--- src/rtl/ctrl_pipeline_if.sv ---
// ctrl_pipeline_if
//   Bundles the instruction-decode handshake, the per-stage control outputs
//   and the syscall request/acknowledge pair of the pipelined main control.
//
//   master : the environment side (drives ID fields, stall/flush, syscall_ack)
//   slave  : the ctrl_pipeline side (drives id_ready, stage controls,
//            illegal and syscall_req)
//
//   ALUOP_W : width of the ALU op code carried into EX (>= 3)
interface ctrl_pipeline_if #(
    parameter int ALUOP_W = 3
);
    // ID stage
    logic [5:0]         opcode;
    logic [5:0]         func_code;
    logic               id_valid;
    logic               stall;
    logic               flush;
    logic               id_ready;

    // EX stage
    logic               ex_valid;
    logic               ex_reg_dst;
    logic               ex_alu_src;
    logic               ex_branch;
    logic               ex_jump;
    logic               ex_jal;
    logic               ex_jr;
    logic [ALUOP_W-1:0] ex_alu_op;

    // MEM stage
    logic               mem_valid;
    logic               mem_read;
    logic               mem_write;

    // WB stage
    logic               wb_valid;
    logic               wb_reg_write;
    logic               wb_mem_to_reg;

    // Status / syscall handshake
    logic               illegal;
    logic               syscall_req;
    logic               syscall_ack;

    modport master (
        output opcode, func_code, id_valid, stall, flush, syscall_ack,
        input  id_ready,
        input  ex_valid, ex_reg_dst, ex_alu_src, ex_branch, ex_jump, ex_jal, ex_jr, ex_alu_op,
        input  mem_valid, mem_read, mem_write,
        input  wb_valid, wb_reg_write, wb_mem_to_reg,
        input  illegal, syscall_req
    );

    modport slave (
        input  opcode, func_code, id_valid, stall, flush, syscall_ack,
        output id_ready,
        output ex_valid, ex_reg_dst, ex_alu_src, ex_branch, ex_jump, ex_jal, ex_jr, ex_alu_op,
        output mem_valid, mem_read, mem_write,
        output wb_valid, wb_reg_write, wb_mem_to_reg,
        output illegal, syscall_req
    );
endinterface

--- src/rtl/ctrl_pipeline.sv ---
// ctrl_pipeline
//   Pipelined main control for the MIPS core. Decodes opcode/func_code in ID
//   and carries the control bits through EX, MEM and WB registers with a
//   valid bit per stage. Bubbles carry all-zero controls, so every control
//   output is 0 whenever its stage is invalid. A small RUN/DRAIN/CALL state
//   machine empties the pipeline before a SYSCALL is handed to the
//   environment through syscall_req/syscall_ack; a syscall never enters EX.
//
//   Ports:
//     clk   : clock, all state on the rising edge
//     rst_b : asynchronous active-low reset
//     bus   : ctrl_pipeline_if slave (ID handshake, stage controls, syscall)
//
//   Parameters:
//     ALUOP_W : ALU op width (>= 3), codes zero-extended
//     EXT_EN  : 1 also decodes ANDI (0x0c) and SLTI (0x0a)
module ctrl_pipeline #(
    parameter int ALUOP_W = 3,
    parameter bit EXT_EN  = 1'b0
) (
    input  logic             clk,
    input  logic             rst_b,
    ctrl_pipeline_if.slave   bus
);

    localparam logic [5:0] OP_SPECIAL = 6'h00, OP_J    = 6'h02, OP_JAL   = 6'h03,
                           OP_BEQ     = 6'h04, OP_BNE  = 6'h05, OP_ADDI  = 6'h08,
                           OP_ADDIU   = 6'h09, OP_SLTI = 6'h0a, OP_ANDI  = 6'h0c,
                           OP_ORI     = 6'h0d, OP_LW   = 6'h23, OP_SW    = 6'h2b;

    localparam logic [5:0] FN_JR  = 6'h08, FN_SYSCALL = 6'h0c, FN_ADD = 6'h20,
                           FN_SUB = 6'h22, FN_AND     = 6'h24, FN_OR  = 6'h25,
                           FN_SLT = 6'h2a;

    localparam logic [ALUOP_W-1:0] ALU_AND = ALUOP_W'(0);
    localparam logic [ALUOP_W-1:0] ALU_OR  = ALUOP_W'(1);
    localparam logic [ALUOP_W-1:0] ALU_ADD = ALUOP_W'(2);
    localparam logic [ALUOP_W-1:0] ALU_SUB = ALUOP_W'(6);
    localparam logic [ALUOP_W-1:0] ALU_SLT = ALUOP_W'(7);

    typedef enum logic [1:0] {ST_RUN, ST_DRAIN, ST_CALL} state_e;

    // Everything EX needs, plus the bits it forwards to MEM and WB.
    typedef struct packed {
        logic               reg_dst;
        logic               alu_src;
        logic               branch;
        logic               jump;
        logic               jal;
        logic               jr;
        logic [ALUOP_W-1:0] alu_op;
        logic               mem_read;
        logic               mem_write;
        logic               reg_write;
        logic               mem_to_reg;
    } ex_ctl_t;

    typedef struct packed {
        logic valid;
        logic mem_read;
        logic mem_write;
        logic reg_write;
        logic mem_to_reg;
    } mem_stage_t;

    typedef struct packed {
        logic valid;
        logic reg_write;
        logic mem_to_reg;
    } wb_stage_t;

    // Decode results
    ex_ctl_t    dec;
    logic       legal;
    logic       is_syscall;

    // Pipeline state
    state_e     state_q, state_d;
    logic       ex_valid_q, ex_valid_d;
    ex_ctl_t    ex_ctl_q, ex_ctl_d;
    mem_stage_t mem_q, mem_d;
    wb_stage_t  wb_q, wb_d;
    logic       illegal_q, illegal_d;
    logic       syscall_req_q, syscall_req_d;

    logic       id_ready;
    logic       take;
    logic       pipe_empty;

    // ------------------------------------------------------------------
    // Decode
    // ------------------------------------------------------------------
    // NOTE: every output of a combinational block gets a default before the
    // case statements; a path that skips an assignment would infer a latch.
    always_comb begin
        dec        = '0;
        legal      = 1'b1;
        is_syscall = 1'b0;
        case (bus.opcode)
            OP_SPECIAL: begin
                dec.reg_dst   = 1'b1;
                dec.reg_write = 1'b1;
                case (bus.func_code)
                    FN_ADD: dec.alu_op = ALU_ADD;
                    FN_SUB: dec.alu_op = ALU_SUB;
                    FN_AND: dec.alu_op = ALU_AND;
                    FN_OR:  dec.alu_op = ALU_OR;
                    FN_SLT: dec.alu_op = ALU_SLT;
                    FN_JR: begin
                        dec.reg_dst   = 1'b0;
                        dec.reg_write = 1'b0;
                        dec.jump      = 1'b1;
                        dec.jr        = 1'b1;
                    end
                    FN_SYSCALL: begin
                        dec.reg_write = 1'b0;
                        is_syscall    = 1'b1;
                    end
                    default: legal = 1'b0;
                endcase
            end
            OP_J:   dec.jump = 1'b1;
            OP_JAL: begin
                dec.jump      = 1'b1;
                dec.jal       = 1'b1;
                dec.reg_write = 1'b1;
            end
            OP_BEQ, OP_BNE: begin
                dec.branch = 1'b1;
                dec.alu_op = ALU_SUB;
            end
            OP_ADDI, OP_ADDIU: begin
                dec.alu_src   = 1'b1;
                dec.reg_write = 1'b1;
                dec.alu_op    = ALU_ADD;
            end
            OP_ORI: begin
                dec.alu_src   = 1'b1;
                dec.reg_write = 1'b1;
                dec.alu_op    = ALU_OR;
            end
            OP_LW: begin
                dec.alu_src    = 1'b1;
                dec.reg_write  = 1'b1;
                dec.mem_read   = 1'b1;
                dec.mem_to_reg = 1'b1;
                dec.alu_op     = ALU_ADD;
            end
            OP_SW: begin
                dec.alu_src   = 1'b1;
                dec.mem_write = 1'b1;
                dec.alu_op    = ALU_ADD;
            end
            OP_ANDI: begin
                if (EXT_EN) begin
                    dec.alu_src   = 1'b1;
                    dec.reg_write = 1'b1;
                    dec.alu_op    = ALU_AND;
                end else begin
                    legal = 1'b0;
                end
            end
            OP_SLTI: begin
                if (EXT_EN) begin
                    dec.alu_src   = 1'b1;
                    dec.reg_write = 1'b1;
                    dec.alu_op    = ALU_SLT;
                end else begin
                    legal = 1'b0;
                end
            end
            default: legal = 1'b0;
        endcase
    end

    // ------------------------------------------------------------------
    // Handshake, stage advance and syscall state machine
    // ------------------------------------------------------------------
    always_comb begin
        pipe_empty = !(ex_valid_q || mem_q.valid || wb_q.valid);

        id_ready = ((state_q == ST_RUN) && !bus.stall && !is_syscall) ||
                   ((state_q == ST_CALL) && bus.syscall_ack);

        // Consumption in CALL is the syscall itself, which never enters EX,
        // so only RUN can feed the pipeline. flush squashes the ID slot.
        take = (state_q == ST_RUN) && id_ready && bus.id_valid && !bus.flush;

        ex_valid_d = take && legal;
        ex_ctl_d   = (take && legal) ? dec : '0;
        illegal_d  = take && !legal;

        mem_d.valid      = ex_valid_q;
        mem_d.mem_read   = ex_ctl_q.mem_read;
        mem_d.mem_write  = ex_ctl_q.mem_write;
        mem_d.reg_write  = ex_ctl_q.reg_write;
        mem_d.mem_to_reg = ex_ctl_q.mem_to_reg;

        wb_d.valid      = mem_q.valid;
        wb_d.reg_write  = mem_q.reg_write;
        wb_d.mem_to_reg = mem_q.mem_to_reg;

        state_d = state_q;
        case (state_q)
            ST_RUN: begin
                if (bus.id_valid && is_syscall && !bus.stall && !bus.flush)
                    state_d = ST_DRAIN;
            end
            ST_DRAIN: begin
                if (bus.flush)
                    state_d = ST_RUN;
                else if (pipe_empty)
                    state_d = ST_CALL;
            end
            ST_CALL: begin
                if (bus.syscall_ack)
                    state_d = ST_RUN;
            end
            default: state_d = ST_RUN;
        endcase

        // Registered request: high exactly while the FSM sits in CALL.
        syscall_req_d = (state_d == ST_CALL);
    end

    // NOTE: state is updated with non-blocking assignments so every flop
    // samples the pre-edge values regardless of statement order.
    always_ff @(posedge clk or negedge rst_b) begin
        if (!rst_b) begin
            state_q       <= ST_RUN;
            ex_valid_q    <= 1'b0;
            ex_ctl_q      <= '0;
            mem_q         <= '0;
            wb_q          <= '0;
            illegal_q     <= 1'b0;
            syscall_req_q <= 1'b0;
        end else begin
            state_q       <= state_d;
            ex_valid_q    <= ex_valid_d;
            ex_ctl_q      <= ex_ctl_d;
            mem_q         <= mem_d;
            wb_q          <= wb_d;
            illegal_q     <= illegal_d;
            syscall_req_q <= syscall_req_d;
        end
    end

    // ------------------------------------------------------------------
    // Outputs
    // ------------------------------------------------------------------
    assign bus.id_ready      = id_ready;
    assign bus.ex_valid      = ex_valid_q;
    assign bus.ex_reg_dst    = ex_ctl_q.reg_dst;
    assign bus.ex_alu_src    = ex_ctl_q.alu_src;
    assign bus.ex_branch     = ex_ctl_q.branch;
    assign bus.ex_jump       = ex_ctl_q.jump;
    assign bus.ex_jal        = ex_ctl_q.jal;
    assign bus.ex_jr         = ex_ctl_q.jr;
    assign bus.ex_alu_op     = ex_ctl_q.alu_op;
    assign bus.mem_valid     = mem_q.valid;
    assign bus.mem_read      = mem_q.mem_read;
    assign bus.mem_write     = mem_q.mem_write;
    assign bus.wb_valid      = wb_q.valid;
    assign bus.wb_reg_write  = wb_q.reg_write;
    assign bus.wb_mem_to_reg = wb_q.mem_to_reg;
    assign bus.illegal       = illegal_q;
    assign bus.syscall_req   = syscall_req_q;

endmodule

--- src/flat_wrapper.sv ---
// flat-port wrapper written by rule: the top's interface ports become plain ports
module ctrl_pipeline_flat 
#(
    parameter int ALUOP_W = 3,
    parameter bit EXT_EN  = 1'b0
)
  (clk, rst_b, bus_opcode, bus_func_code, bus_id_valid, bus_stall, bus_flush, bus_syscall_ack, bus_id_ready, bus_ex_valid, bus_ex_reg_dst, bus_ex_alu_src, bus_ex_branch, bus_ex_jump, bus_ex_jal, bus_ex_jr, bus_ex_alu_op, bus_mem_valid, bus_mem_read, bus_mem_write, bus_wb_valid, bus_wb_reg_write, bus_wb_mem_to_reg, bus_illegal, bus_syscall_req);
  ctrl_pipeline_if #(.ALUOP_W(ALUOP_W)) bus_i ();
  input  logic clk;
  input  logic rst_b;
  input wire logic [$bits(bus_i.opcode)-1:0] bus_opcode;
  input wire logic [$bits(bus_i.func_code)-1:0] bus_func_code;
  input wire logic [$bits(bus_i.id_valid)-1:0] bus_id_valid;
  input wire logic [$bits(bus_i.stall)-1:0] bus_stall;
  input wire logic [$bits(bus_i.flush)-1:0] bus_flush;
  input wire logic [$bits(bus_i.syscall_ack)-1:0] bus_syscall_ack;
  output wire logic [$bits(bus_i.id_ready)-1:0] bus_id_ready;
  output wire logic [$bits(bus_i.ex_valid)-1:0] bus_ex_valid;
  output wire logic [$bits(bus_i.ex_reg_dst)-1:0] bus_ex_reg_dst;
  output wire logic [$bits(bus_i.ex_alu_src)-1:0] bus_ex_alu_src;
  output wire logic [$bits(bus_i.ex_branch)-1:0] bus_ex_branch;
  output wire logic [$bits(bus_i.ex_jump)-1:0] bus_ex_jump;
  output wire logic [$bits(bus_i.ex_jal)-1:0] bus_ex_jal;
  output wire logic [$bits(bus_i.ex_jr)-1:0] bus_ex_jr;
  output wire logic [$bits(bus_i.ex_alu_op)-1:0] bus_ex_alu_op;
  output wire logic [$bits(bus_i.mem_valid)-1:0] bus_mem_valid;
  output wire logic [$bits(bus_i.mem_read)-1:0] bus_mem_read;
  output wire logic [$bits(bus_i.mem_write)-1:0] bus_mem_write;
  output wire logic [$bits(bus_i.wb_valid)-1:0] bus_wb_valid;
  output wire logic [$bits(bus_i.wb_reg_write)-1:0] bus_wb_reg_write;
  output wire logic [$bits(bus_i.wb_mem_to_reg)-1:0] bus_wb_mem_to_reg;
  output wire logic [$bits(bus_i.illegal)-1:0] bus_illegal;
  output wire logic [$bits(bus_i.syscall_req)-1:0] bus_syscall_req;
  assign bus_i.opcode = bus_opcode;
  assign bus_i.func_code = bus_func_code;
  assign bus_i.id_valid = bus_id_valid;
  assign bus_i.stall = bus_stall;
  assign bus_i.flush = bus_flush;
  assign bus_i.syscall_ack = bus_syscall_ack;
  assign bus_id_ready = bus_i.id_ready;
  assign bus_ex_valid = bus_i.ex_valid;
  assign bus_ex_reg_dst = bus_i.ex_reg_dst;
  assign bus_ex_alu_src = bus_i.ex_alu_src;
  assign bus_ex_branch = bus_i.ex_branch;
  assign bus_ex_jump = bus_i.ex_jump;
  assign bus_ex_jal = bus_i.ex_jal;
  assign bus_ex_jr = bus_i.ex_jr;
  assign bus_ex_alu_op = bus_i.ex_alu_op;
  assign bus_mem_valid = bus_i.mem_valid;
  assign bus_mem_read = bus_i.mem_read;
  assign bus_mem_write = bus_i.mem_write;
  assign bus_wb_valid = bus_i.wb_valid;
  assign bus_wb_reg_write = bus_i.wb_reg_write;
  assign bus_wb_mem_to_reg = bus_i.wb_mem_to_reg;
  assign bus_illegal = bus_i.illegal;
  assign bus_syscall_req = bus_i.syscall_req;
  ctrl_pipeline #(.ALUOP_W(ALUOP_W), .EXT_EN(EXT_EN)) u_core (.clk(clk), .rst_b(rst_b), .bus(bus_i));
endmodule
--- config.mk ---
export PLATFORM = sky130hd
export DESIGN_NAME = ctrl_pipeline_flat
export DESIGN_NICKNAME = d
export VERILOG_FILES = /design/src/rtl/ctrl_pipeline_if.sv /design/src/rtl/ctrl_pipeline.sv /design/src/flat_wrapper.sv
export SDC_FILE = /design/constraint.sdc
export NUM_CORES = 1
export LEC_CHECK = 0
export BUFFER_PORTS_ARGS = -buffer_cell sky130_fd_sc_hd__buf_2
export CAP_MARGIN = 20
export CORE_AREA = 2 2 51 53
export DETAILED_ROUTE_END_ITERATION = 7
export DIE_AREA = 0 0 53 55
export GPL_TIMING_DRIVEN = 0
export PLACE_DENSITY = 0.76
export SYNTH_ARGS = -nofsm -noshare
export SYNTH_HDL_FRONTEND = slang
export SYNTH_SLANG_ARGS = --single-unit
--- constraint.sdc ---
create_clock -name clk -period 1.7 [get_ports clk]
set_clock_uncertainty 0.1 [all_clocks]
set_input_delay 0.34 -clock clk [delete_from_list [all_inputs] [get_ports clk]]
set_output_delay 0.34 -clock clk [all_outputs]
set_load 0.02 [all_outputs]
==> results.ini <==
[outcome]
status=finished with violations
violations=negative setup slack

[layout]
area_growth_pct=33.7
final_common_cell=buf_2
layout_common_cells=30 x buf_2, 24 x dfrtp_1, 10 x nor2_1, 10 x buf_4, 7 x nand2b_1
finalNonFillerCells=181
layout-drive-gt1-share_pct=39.1
fin_util_pct=63.5
nets=170
n_antenna_cell=0

[sta]
period_needed_ns=1.81
slew_violations=0
period_share_pct=106
hold_violations=0
tightest_slew_ns=0.504
fmax_mhz=553
slew_headroom_pct=66.4
fin_ws_ns=-0.109
grt_setup_unrepaired=yes
setup_viol=3

[routing]
wl_per_cell_um=13.5
vias=984
viasPerCell=5.44
drt-initial-drc-count=18
wirelength_um=2450
firstDrtPassIters=4
ant_nets=0
drc=0

[logic_synthesis]
synthArstFlopShare_pct=100
avgSynthCellArea_um2=10.5
ys_ff_latch=24
ys.flop_type=dfrtp_1
synth-seq-area-share_pct=53.5
ys_warn_count=0
synth_cell_types=36
synth_nets=125
syn_inst=107
synth_top_cell_by_area=dfrtp_1
yosysTopAreaCellShare_pct=53.5
synth_edf_count=0
synth_area_leaders=dfrtp_1 53%, nand2b_1 3.9%, nor2_1 3.3%, a21oi_1 2.7%, nand3_1 2.7%
synthesis.area_um2=1120

[critical_path]
endpoint_kind=primary output
crit_path_max_fanout=4
ff2ff_setup_slack_ns=-0.01
endpoint=bus_id_ready
reg2reg_to=u_core.ex_ctl_q[3]
cp-startpoint=bus_opcode[0]
critPathRequiredTime_ns=1.26
worstPathArrival_ns=1.37
start_kind=input port
reg2regPathDepth=4
r2r_start=u_core.state_q[0]
worstSetupPathType=in2out

[power]
vdd_drop_max_uv=407
power_per_cell_area_nw_per_um2=676
leakage_nw=0.734

[die]
pin_count=37
dieArea_um2=2920
start_util_pct=47.5
core-area_um2=2360
chipHeight_um=55
placementRows=18
die_width_um=53

[placement]
dp.cells=171
dp_hpwl_um=1750
io_buffers=34
gp_congestion=0.868

[clock_network]
cts_tree=done
cts-root-buf=clkbuf_4
cts.clk_slew.worst_paths_ns=0.12
htreeDepth=1
clock_sinks=24
cts_buffer_depth=2
clk_latency_ns=0.31
numCtsBuffers=3

[grt]
gr-total-overflow=0
antenna_found_initial=0
grt_pass1_wl_um=3810
grt_pass1_vias=906
grt_use_total_pct=18.2
grt_max_degree=25

[job]
max-cap-violations=0

[worst_hold_path]
hold_path_class=in2reg

==> worst min path at each step <==
stage	from	endpoint	slack, ns	depth (start not counted)
after floorplan	rst_b	u_core.bus.ex_alu_op[0]	-0.06	0
after global placement	rst_b	u_core.bus.mem_write	0.23	1
after detailed placement	u_core.ex_ctl_q[2]	u_core.bus.mem_write	0.23	0
after CTS	bus_flush	u_core.state_q[0]	0.11	2
after global routing	bus_flush	u_core.state_q[0]	0.11	2
final	bus_flush	u_core.state_q[0]	0.12	2
==> per-stage QoR <==
stage	power, mW	TNS [ns]	setup WS [ns]	hold slack [ns]	area [um^2]
floorplan	0.645	0	0.0297	-0.0556	1120
global placement	0.696	-1.19	-0.246	0.232	1330
detailed placement	0.702	-2.61	-0.348	0.235	1330
CTS	1.02	-0.201	-0.120	0.105	1490
global route	1.05	-0.503	-0.170	0.106	1500
finish	1.02	-0.133	-0.109	0.115	1500
==> repair_timing <==
item                                    4_1_cts  5_1_grt
hold buffers                                  1        0
endpoints found under the setup margin        4        9
hold endpoints to repair                     24        0
resized for setup                            19        2
setup buffers                                 4        1
pin swaps                                     5        4
==> worst max-delay path, cell delays in order <==
cell and delay (ns):
buf_12 0.10, nor4_4 0.29, nand4_1 0.23, a22oi_1 0.19, nor2_1 0.06, buf_4 0.15
==> logic make-up (layout without fill, tap and decap cells) <==
group	count (synthesis)	count (layout)	synth area share (%)
buf+inv	6	50	3.56
xor+xnor	2	2	1.56
compound gates	19	19	11.5
mux	1	1	1.00
flops	24	24	53.5
simple gates	55	55	29.0
==> report_power, final <==
part	switching, mW	internal, mW	leakage (nW)
registers	0.000995	0.574	0.335
clock network	0.164	0.131	0.0210
logic	0.0780	0.0687	0.378
total	0.243	0.773	0.734
==> metal layers <==
| metal | share of wire (%) | GRT usage, % |
|---|---|---|
| met5 | 0 | 0 |
| met4 | 2.2 | 11.1 |
| met3 | 5.6 | 2.15 |
| met2 | 49 | 31.5 |
| met1 | 43 | 21.8 |
==> final cells by class <==
class	count	area [um^2]
Clock buffer	4	36.3
Multi-Input combinational cell	77	512
Timing Repair Buffer	40	270
Fill cell	209	862
Tap cell	30	37.5
Buffer	6	46.3
Sequential cell	24	601
==> Yosys cell counts, types with 2 or more instances <==
cell type / n
a211oi_1: 2
nor2_1: 10
nand2b_1: 7
buf_2: 2
nor4_1: 2
nor4b_1: 2
and3_1: 2
a21oi_1: 6
nand2_1: 6
or3_1: 2
nand4_1: 2
buf_4: 4
nand3_1: 6
o21ai_0: 2
and4bb_2: 2
a21o_1: 2
nor2b_1: 2
dfrtp_1: 24
nor3_1: 4
a31oi_1: 2
Note: power is estimated with default switching activity, not from simulation.
